## src/rtl/flash_bus_responder.sv

```systemverilog
// Target-side decoder for the NV-DDR control bus: classifies each sampled bus cycle,
// captures command/address/data-input bytes and models the ready/busy# line.
module flash_bus_responder #(
    parameter int ADDR_CYCLES = 5,
    parameter int ROW_CYCLES  = 3,
    parameter int BUSY_CYCLES = 16
) (
    input  logic                     clock_100,
    input  logic                     rst,
    input  logic                     ce_n,
    input  logic                     cle,
    input  logic                     ale,
    input  logic                     wr,
    input  logic [7:0]               dq_in,
    output logic                     rb,
    output logic                     cmd_valid,
    output logic [7:0]               cmd_byte,
    output logic                     addr_valid,
    output logic [8*ADDR_CYCLES-1:0] addr,
    output logic                     din_valid,
    output logic [7:0]               din,
    output logic                     dout_req,
    output logic                     error
);

    localparam int ACW = $clog2(ADDR_CYCLES + 1);
    localparam int BCW = $clog2(BUSY_CYCLES + 1);

    localparam logic [7:0] OP_READ    = 8'h00;
    localparam logic [7:0] OP_PROGRAM = 8'h80;
    localparam logic [7:0] OP_ERASE   = 8'h60;
    localparam logic [7:0] OP_READ_GO = 8'h30;
    localparam logic [7:0] OP_PROG_GO = 8'h10;
    localparam logic [7:0] OP_ERASE_GO = 8'hD0;
    localparam logic [7:0] OP_RESET   = 8'hFF;
    localparam logic [7:0] OP_STATUS  = 8'h70;

    localparam logic [ACW-1:0] ERASE_BASE = ACW'(ADDR_CYCLES - ROW_CYCLES);

    typedef enum logic [1:0] {ST_IDLE, ST_ADDR, ST_DATA_IN, ST_BUSY} state_t;
    typedef enum logic [2:0] {CYC_IDLE, CYC_CMD, CYC_ADDR, CYC_DIN, CYC_DOUT, CYC_BAD} cycle_t;

    state_t           state, state_next;
    cycle_t           kind;
    logic [ACW-1:0]   addr_cnt, addr_cnt_next;
    logic [BCW-1:0]   busy_cnt, busy_cnt_next;
    logic [7:0]       opcode, opcode_next;
    logic             addr_done, addr_done_next;
    logic             status_mode, status_mode_next;
    logic [7:0]       cmd_byte_next, din_next;
    logic [8*ADDR_CYCLES-1:0] addr_next;
    logic             cmd_valid_next, addr_valid_next, din_valid_next, dout_req_next, error_next;
    logic [ACW-1:0]   slot, need;

    always_comb begin
        kind = CYC_IDLE;
        if (!ce_n) begin
            case ({cle, ale})
                2'b10:   kind = wr ? CYC_CMD  : CYC_BAD;
                2'b01:   kind = wr ? CYC_ADDR : CYC_BAD;
                2'b11:   kind = wr ? CYC_DIN  : CYC_DOUT;
                default: kind = CYC_IDLE;
            endcase
        end
    end

    // Erase addresses are row-only, so they start above the column slots.
    assign slot = ((opcode == OP_ERASE) ? ERASE_BASE : '0) + addr_cnt;
    assign need = (opcode == OP_ERASE) ? ACW'(ROW_CYCLES) : ACW'(ADDR_CYCLES);

    always_comb begin
        // NOTE: every variable gets a default first so no path leaves it unassigned (no latches).
        state_next       = state;
        addr_cnt_next    = addr_cnt;
        busy_cnt_next    = busy_cnt;
        opcode_next      = opcode;
        addr_done_next   = addr_done;
        status_mode_next = status_mode;
        cmd_byte_next    = cmd_byte;
        addr_next        = addr;
        din_next         = din;
        cmd_valid_next   = 1'b0;
        addr_valid_next  = 1'b0;
        din_valid_next   = 1'b0;
        dout_req_next    = 1'b0;
        error_next       = 1'b0;

        if (state == ST_BUSY) begin
            busy_cnt_next = busy_cnt - BCW'(1);
            if (busy_cnt <= BCW'(1)) state_next = ST_IDLE;
        end

        case (kind)
            CYC_CMD: begin
                if (state == ST_BUSY && dq_in != OP_STATUS && dq_in != OP_RESET) begin
                    error_next = 1'b1;
                end else begin
                    cmd_valid_next   = 1'b1;
                    cmd_byte_next    = dq_in;
                    status_mode_next = (dq_in == OP_STATUS);
                    case (dq_in)
                        OP_READ, OP_PROGRAM, OP_ERASE: begin
                            state_next     = ST_ADDR;
                            opcode_next    = dq_in;
                            addr_cnt_next  = '0;
                            addr_next      = '0;
                            addr_done_next = 1'b0;
                        end
                        OP_READ_GO, OP_PROG_GO, OP_ERASE_GO: begin
                            state_next     = ST_BUSY;
                            busy_cnt_next  = BCW'(BUSY_CYCLES);
                            error_next     = !addr_done;
                            addr_done_next = 1'b0;
                        end
                        OP_RESET: begin
                            state_next     = ST_BUSY;
                            busy_cnt_next  = BCW'(BUSY_CYCLES);
                            addr_done_next = 1'b0;
                        end
                        default: ;
                    endcase
                end
            end
            CYC_ADDR: begin
                if (state == ST_ADDR && !addr_done) begin
                    for (int i = 0; i < ADDR_CYCLES; i++) begin
                        if (slot == ACW'(i)) addr_next[i*8 +: 8] = dq_in;
                    end
                    addr_cnt_next = addr_cnt + ACW'(1);
                    if (addr_cnt + ACW'(1) == need) begin
                        addr_valid_next = 1'b1;
                        addr_done_next  = 1'b1;
                        if (opcode == OP_PROGRAM) state_next = ST_DATA_IN;
                    end
                end else begin
                    error_next = 1'b1;
                end
            end
            CYC_DIN: begin
                if (state == ST_DATA_IN) begin
                    din_valid_next = 1'b1;
                    din_next       = dq_in;
                end else begin
                    error_next = 1'b1;
                end
            end
            CYC_DOUT: begin
                if (status_mode || state == ST_IDLE || state == ST_ADDR) dout_req_next = 1'b1;
                else error_next = 1'b1;
            end
            CYC_BAD:  error_next = 1'b1;
            default:  ;
        endcase
    end

    always_ff @(posedge clock_100) begin
        // NOTE: sequential state uses non-blocking assignments so all registers update together.
        if (rst) begin
            state       <= ST_IDLE;
            addr_cnt    <= '0;
            busy_cnt    <= '0;
            opcode      <= '0;
            addr_done   <= 1'b0;
            status_mode <= 1'b0;
            rb          <= 1'b1;
            cmd_valid   <= 1'b0;
            cmd_byte    <= '0;
            addr_valid  <= 1'b0;
            addr        <= '0;
            din_valid   <= 1'b0;
            din         <= '0;
            dout_req    <= 1'b0;
            error       <= 1'b0;
        end else begin
            state       <= state_next;
            addr_cnt    <= addr_cnt_next;
            busy_cnt    <= busy_cnt_next;
            opcode      <= opcode_next;
            addr_done   <= addr_done_next;
            status_mode <= status_mode_next;
            rb          <= (state_next != ST_BUSY);
            cmd_valid   <= cmd_valid_next;
            cmd_byte    <= cmd_byte_next;
            addr_valid  <= addr_valid_next;
            addr        <= addr_next;
            din_valid   <= din_valid_next;
            din         <= din_next;
            dout_req    <= dout_req_next;
            error       <= error_next;
        end
    end

endmodule

```

## config.mk

```make
export PLATFORM = sky130hd
export DESIGN_NAME = flash_bus_responder
export DESIGN_NICKNAME = d
export VERILOG_FILES = /design/src/rtl/flash_bus_responder.sv
export SDC_FILE = /design/constraint.sdc
export NUM_CORES = 1
export LEC_CHECK = 0
export BUFFER_PORTS_ARGS = -buffer_cell sky130_fd_sc_hd__buf_2
export CAP_MARGIN = 20
export CORE_ASPECT_RATIO = 0.75
export CORE_MARGIN = 1.5
export CORE_UTILIZATION = 54
export CTS_CLUSTER_DIAMETER = 30
export CTS_CLUSTER_SIZE = 40
export DETAILED_ROUTE_END_ITERATION = 6
export MAX_ROUTING_LAYER = met4
export PLACE_DENSITY = 0.79
export SYNTH_ARGS = -nofsm -noshare
export SYNTH_HDL_FRONTEND = slang
export SYNTH_SLANG_ARGS = --single-unit
```

## constraint.sdc

```tcl
create_clock -name clock_100 -period 2.95 [get_ports clock_100]
set_input_delay 0.59 -clock clock_100 [delete_from_list [all_inputs] [get_ports clock_100]]
set_output_delay 0.59 -clock clock_100 [all_outputs]
set_load 0.005 [all_outputs]
```

# Word level (Yosys, flattened, before mapping)
# Index checks and enable logic that the tools add are counted.
[op_classes]
addsub = 3
magnitude_cmp = 1
n_eq_ne = 38
n_mux = 47
bitwise_logic = 6
n_reduce_logical = 28
[op_table]
columns = ["operator", "n"]
rows = [
  ["$mux 40", 3],
  ["$pmux 40 s2", 1],
  ["$mux 8", 5],
  ["$eq 8x8->1 const B", 4],
  ["$reduce_and 5->1", 6],
  ["$eq 8x7->1 const B", 3],
  ["$mux 3", 8],
  ["$mux 5", 4],
  ["$ne 2x2->1 const B", 10],
  ["$mux 2", 7],
  ["$mux 1", 13],
  ["$eq 3x2->1 const B", 4],
  ["$eq 3x3->1 const B", 3],
  ["$pmux 3 s3", 1],
  ["$reduce_or 3->1", 3],
  ["$eq 2x2->1 const B", 4],
  ["$eq 8x5->1 const B", 1],
  ["$eq 8x6->1 const B", 1],
  ["$logic_not 8->1", 1],
  ["$ne 8x7->1 const B", 1],
  ["$ne 8x8->1 const B", 1],
  ["$pmux 2 s2", 2],
  ["$reduce_or 7->1", 1],
  ["$eq 3x1->1 const B", 2],
  ["22 further kinds", 34],
]
[word_totals]
ff_bits = 82
inputBits = 14
output_inout_bits = 62
wordCells = 142

# Depth between registers and ports, before layout
[logic_depth]
depth_word = 8
mapped_depth = 8
mapped_depth_nobuf = 8

# Worst setup path after synthesis
# Ideal clock, no wire load.
[synth_path]
path_type = "input port to flip-flop"
startpoint = "input port dq_in[0]"
endpoint = "register addr[12]"
setup_ns = 0.123
t_arrival_ns = 2.358
required_time_ns = 2.827
path_slack_ns = 0.469
stages = 6
n_path_buf = 1
cell_sequence = "or4_1 buf_2 or2_4 o31ai_4 nand3_4 mux2i_1"
[synth_via]
elab_chain_len = 5
elab_cells_between_ends = 11
cone_classes = "6 x eq/ne; 5 x reduce/logical"
[synth_lines]
columns = ["item", "line_no", "rtl"]
rows = [
  ["start: declaration", "14", "input logic [7:0] dq_in,"],
  ["$ne 8x7->1", "95", "if (state == ST_BUSY && dq_in != OP_STATUS && dq_in != OP_RESET) begin"],
  ["$logic_and 1x1->1 (2 in series)", "95", ""],
  ["$ne 2x2->1 (no source line)", "n/a", ""],
  ["$reduce_and 5->1 (no source line) (*)", "n/a", ""],
  ["end signal: assignment", "185", "addr <= addr_next;"],
  ["end: declaration", "19", "output logic [8*ADDR_CYCLES-1:0] addr,"],
]
# Every way passes the cells marked *; elsewhere a longest branch is shown, timed or not.
# A chain may end at the register's enable or synchronous reset.

# Final worst setup path
[layout_path]
startpoint = "register opcode[1]"
endpoint = "register addr[29]"
[layout_via]
elab_chain_len = 6
[layout_lines]
columns = ["item", "line_no", "rtl"]
rows = [
  ["start: declaration", "47", "logic [7:0] opcode, opcode_next;"],
  ["start signal: assignment", "178", "opcode <= opcode_next;"],
  ["$eq 8x7->1", "68", "assign slot = ((opcode == OP_ERASE) ? ERASE_BASE : '0) + addr_cnt;"],
  ["$mux 2", "68", ""],
  ["$add 2x3->3", "68", ""],
  ["$eq 3x2->1", "127", "if (slot == ACW'(i)) addr_next[i*8 +: 8] = dq_in;"],
  ["$ne 2x2->1 (no source line)", "n/a", ""],
  ["$reduce_and 5->1 (no source line)", "n/a", ""],
]
# Every way passes these cells.

==> metrics.yaml <==
worstReg2RegEnd: "addr[29]"
p_sw_share_pct: 21.9
ys_types: 54
core-area_um2: 6350
cts.htree.levels: 3
post_dp_cell_area_um2: 3980
cts_buffers: 9
met2_usage_pct: 36.3
power_mw: 2.18
peakVddDrop_mv: 0.299
synthArstFlopShare_pct: 0
fillers: 510
dieArea_um2: 7090
place_hpwl_mm: 5.66
power_switching_mw: 0.478
worstSetupPathType: "register to register"
io_buffers: 75
pwr-share-seq_pct: 51.0
fin_util_pct: 66.3
r2r_slack_ps: 360
layout.nets: 461
avgSynthCellArea_um2: 9.62
vias: 2961
rsz0062_at_grt: "no"
routed_wl_mm: 8.13
antenna_found_initial: 0
worstSkewPairLatency_ps: 360
initial_utilization_pct: 56.0
min_period_over_period_pct: 87.9
worstMarginPinSlew_ps: 547
overflow: 0
met1_usage_pct: 32.2
design_area_um2: 4210
clock_path_buffers: 2
min_period_ps: 2590
cts_hold_buf: 0
gp_congestion: 0.911
grt_pass1_wl_mm: 13.1
hp-class: "register to register"
cp-start-kind: "register"
root_buffer: "clkbuf_8"
yosysSeqAreaShare_pct: 46.1
fp.dieW_um: 96.7
p_comb_share_pct: 4.1
synth_commonest_cells: "82 x dfxtp_1, 57 x nand2_1, 56 x mux2i_1"
crit_buf_inv: 0
grt_max_degree: 32
cts_sinks: 82
firstDrtPassIters: 5
drt_iter0_markers: 187
status: "completed"
netlist.area_leader.share_pct: 46.1
slew_headroom_pct: 63.1
yosys_warnings: 0
synth-edff-count: 0
wl_per_cell_um: 15.4
first_global_vias: 2616
grt.busiest_layer: "met2"
critPathRequiredTime_ps: 3180
clkTransAtPathRegs_ps: 80
crit_chain: "or4_1 > nor3_1 > ha_1 > xnor2_1 > nand2_1 > o21ai_0 > nand3_4 > mux2i_1"
maxCapViolCount: 0
hold_depth: 2
synthCells: 370
yosysMostFrequentCell: "dfxtp_1"
grt_util_met3_pct: 6.66
holdPathEnd: "addr[15]"
setup_tns_ps: 0
ys_ff_latch: 82
worstSetupEndpointType: "register"
power.share.clock_pct: 44.9
die_h_um: 73.3
cts_resized: 0
cpMaxStageDelayCell: "or4_1"
timing.hold.ws_ps: 461
hp-start: "addr[15]"
drive_above_1_share_pct: 25.1
diodes: 0
skew_ps: 7.10
critical_path_arrival_ps: 2830
p_leak_nw: 2.05
fmax_ghz: 0.386
post-cts-setup-buffers: 0
cp_max_fo: 8
power.density_nw_per_um2: 517
internal_power_mw: 1.70
area_growth_pct: 18.4
slew_violations: 0
hold_violations: 0
synth_nets: 388
regToRegStartpoint: "opcode[1]"
yosysTopAreaCell: "dfxtp_1"
cts_tree: "yes"
synth_area_um2: 3560
ys.flop_type: "dfxtp_1"
setup_violations: 0
drc_errors: 0
io_pins: 76
yosys-top-cells-area: "dfxtp_1 46%, mux2i_1 16%, nand2_1 6.0%, nor2_1 3.8%, nand3_4 2.5%"
ant_nets: 0
track_usage_pct: 23.9
rows: 25
cpPeakStageDelay_ps: 550
critPathTopFamily: "simple AND/OR/NAND/NOR gates"
vias_per_cell: 5.61
reg2regPathDepth: 8
## power by group through the flow
stage,Combinational [mW],Clock (mW),Sequential [mW]
6_report,0.0890,0.977,1.11
3_5_place_dp,0.0875,0,1.14
3_3_place_gp,0.0867,0,1.14
2_1_floorplan,0.0560,0,1.14
4_1_cts,0.0877,0.989,1.11
5_1_grt,0.0970,1.03,1.11
## state kept, by name (all words and copies together), names as in the netlist
register / count
addr: 40
addr_cnt: 3
addr_done: 1
addr_valid: 1
busy_cnt: 5
cmd_byte: 8
cmd_valid: 1
din: 8
din_valid: 1
dout_req: 1
error: 1
opcode: 8
rb: 1
state: 2
status_mode: 1
## how the worst max path moves through the flow
stage,start,to,cells past startpoint
global placement,dq_in[0],addr[16],7
detailed placement,dq_in[0],addr[37],7
floorplan,dq_in[0],addr[12],6
finish,opcode[1],addr[29],8
CTS,opcode[1],addr[29],8
global route,opcode[1],addr[25],8
## cell usage in the layout, fill, tap and decap left out, types with 3 or more instances in the layout
master,n
bufinv_16,3
nand2b_1,3
nor3_1,6
and3_1,9
mux2i_1,56
nand3_4,5
nand3b_1,3
inv_1,8
buf_4,7
and2_1,3
or4_1,3
buf_2,75
nor2_1,36
ha_1,4
dfxtp_1,82
nand2_1,57
nor4_1,4
nand3_1,10
o21ai_0,5
xnor2_1,4
clkbuf_8,9
a21oi_1,10
## layout make-up
type | instances | area, µm² | share of cell area [%]
clock buffer | 9 | 124 | 2.94
timing repair buffer | 82 | 428 | 10.2
inverter | 8 | 30.0 | 0.713
tap | 81 | 101 | 2.41
sequential | 82 | 1640 | 39.0
clock inverter | 6 | 113 | 2.67
multi-input combinational | 260 | 1770 | 42.1
## tightest hold or removal path, stage by stage, from the launching register on
cell and delay, ps:
dfxtp_1 310, nand2_1 50, mux2i_1 60
## kinds of logic after synthesis
group	Yosys count	synth area share, %
compound gates	38	7.74
xor+xnor	6	1.48
fa+ha+maj	4	1.41
buf+inv	28	4.18
flops	82	46.1
mux	58	16.4
simple gates	154	22.7
## stage by stage
| step | cells | worst slack (ps) |
|---|---|---|
| after floorplan | 370 | 469 |
| after global placement | 513 | 412 |
| after detailed placement | 513 | 375 |
| after CTS | 528 | 355 |
| after global routing | 528 | 140 |
| final | 528 | 358 |
## metal layers
layer / up-vias / part of all wire, %
met5: - / 0
met4: 0 / 1.0
met3: 12 / 6.4
met2: 97 / 47
met1: 1414 / 46
li1: 1438 / -
Note: power is estimated with default switching activity, not from simulation.
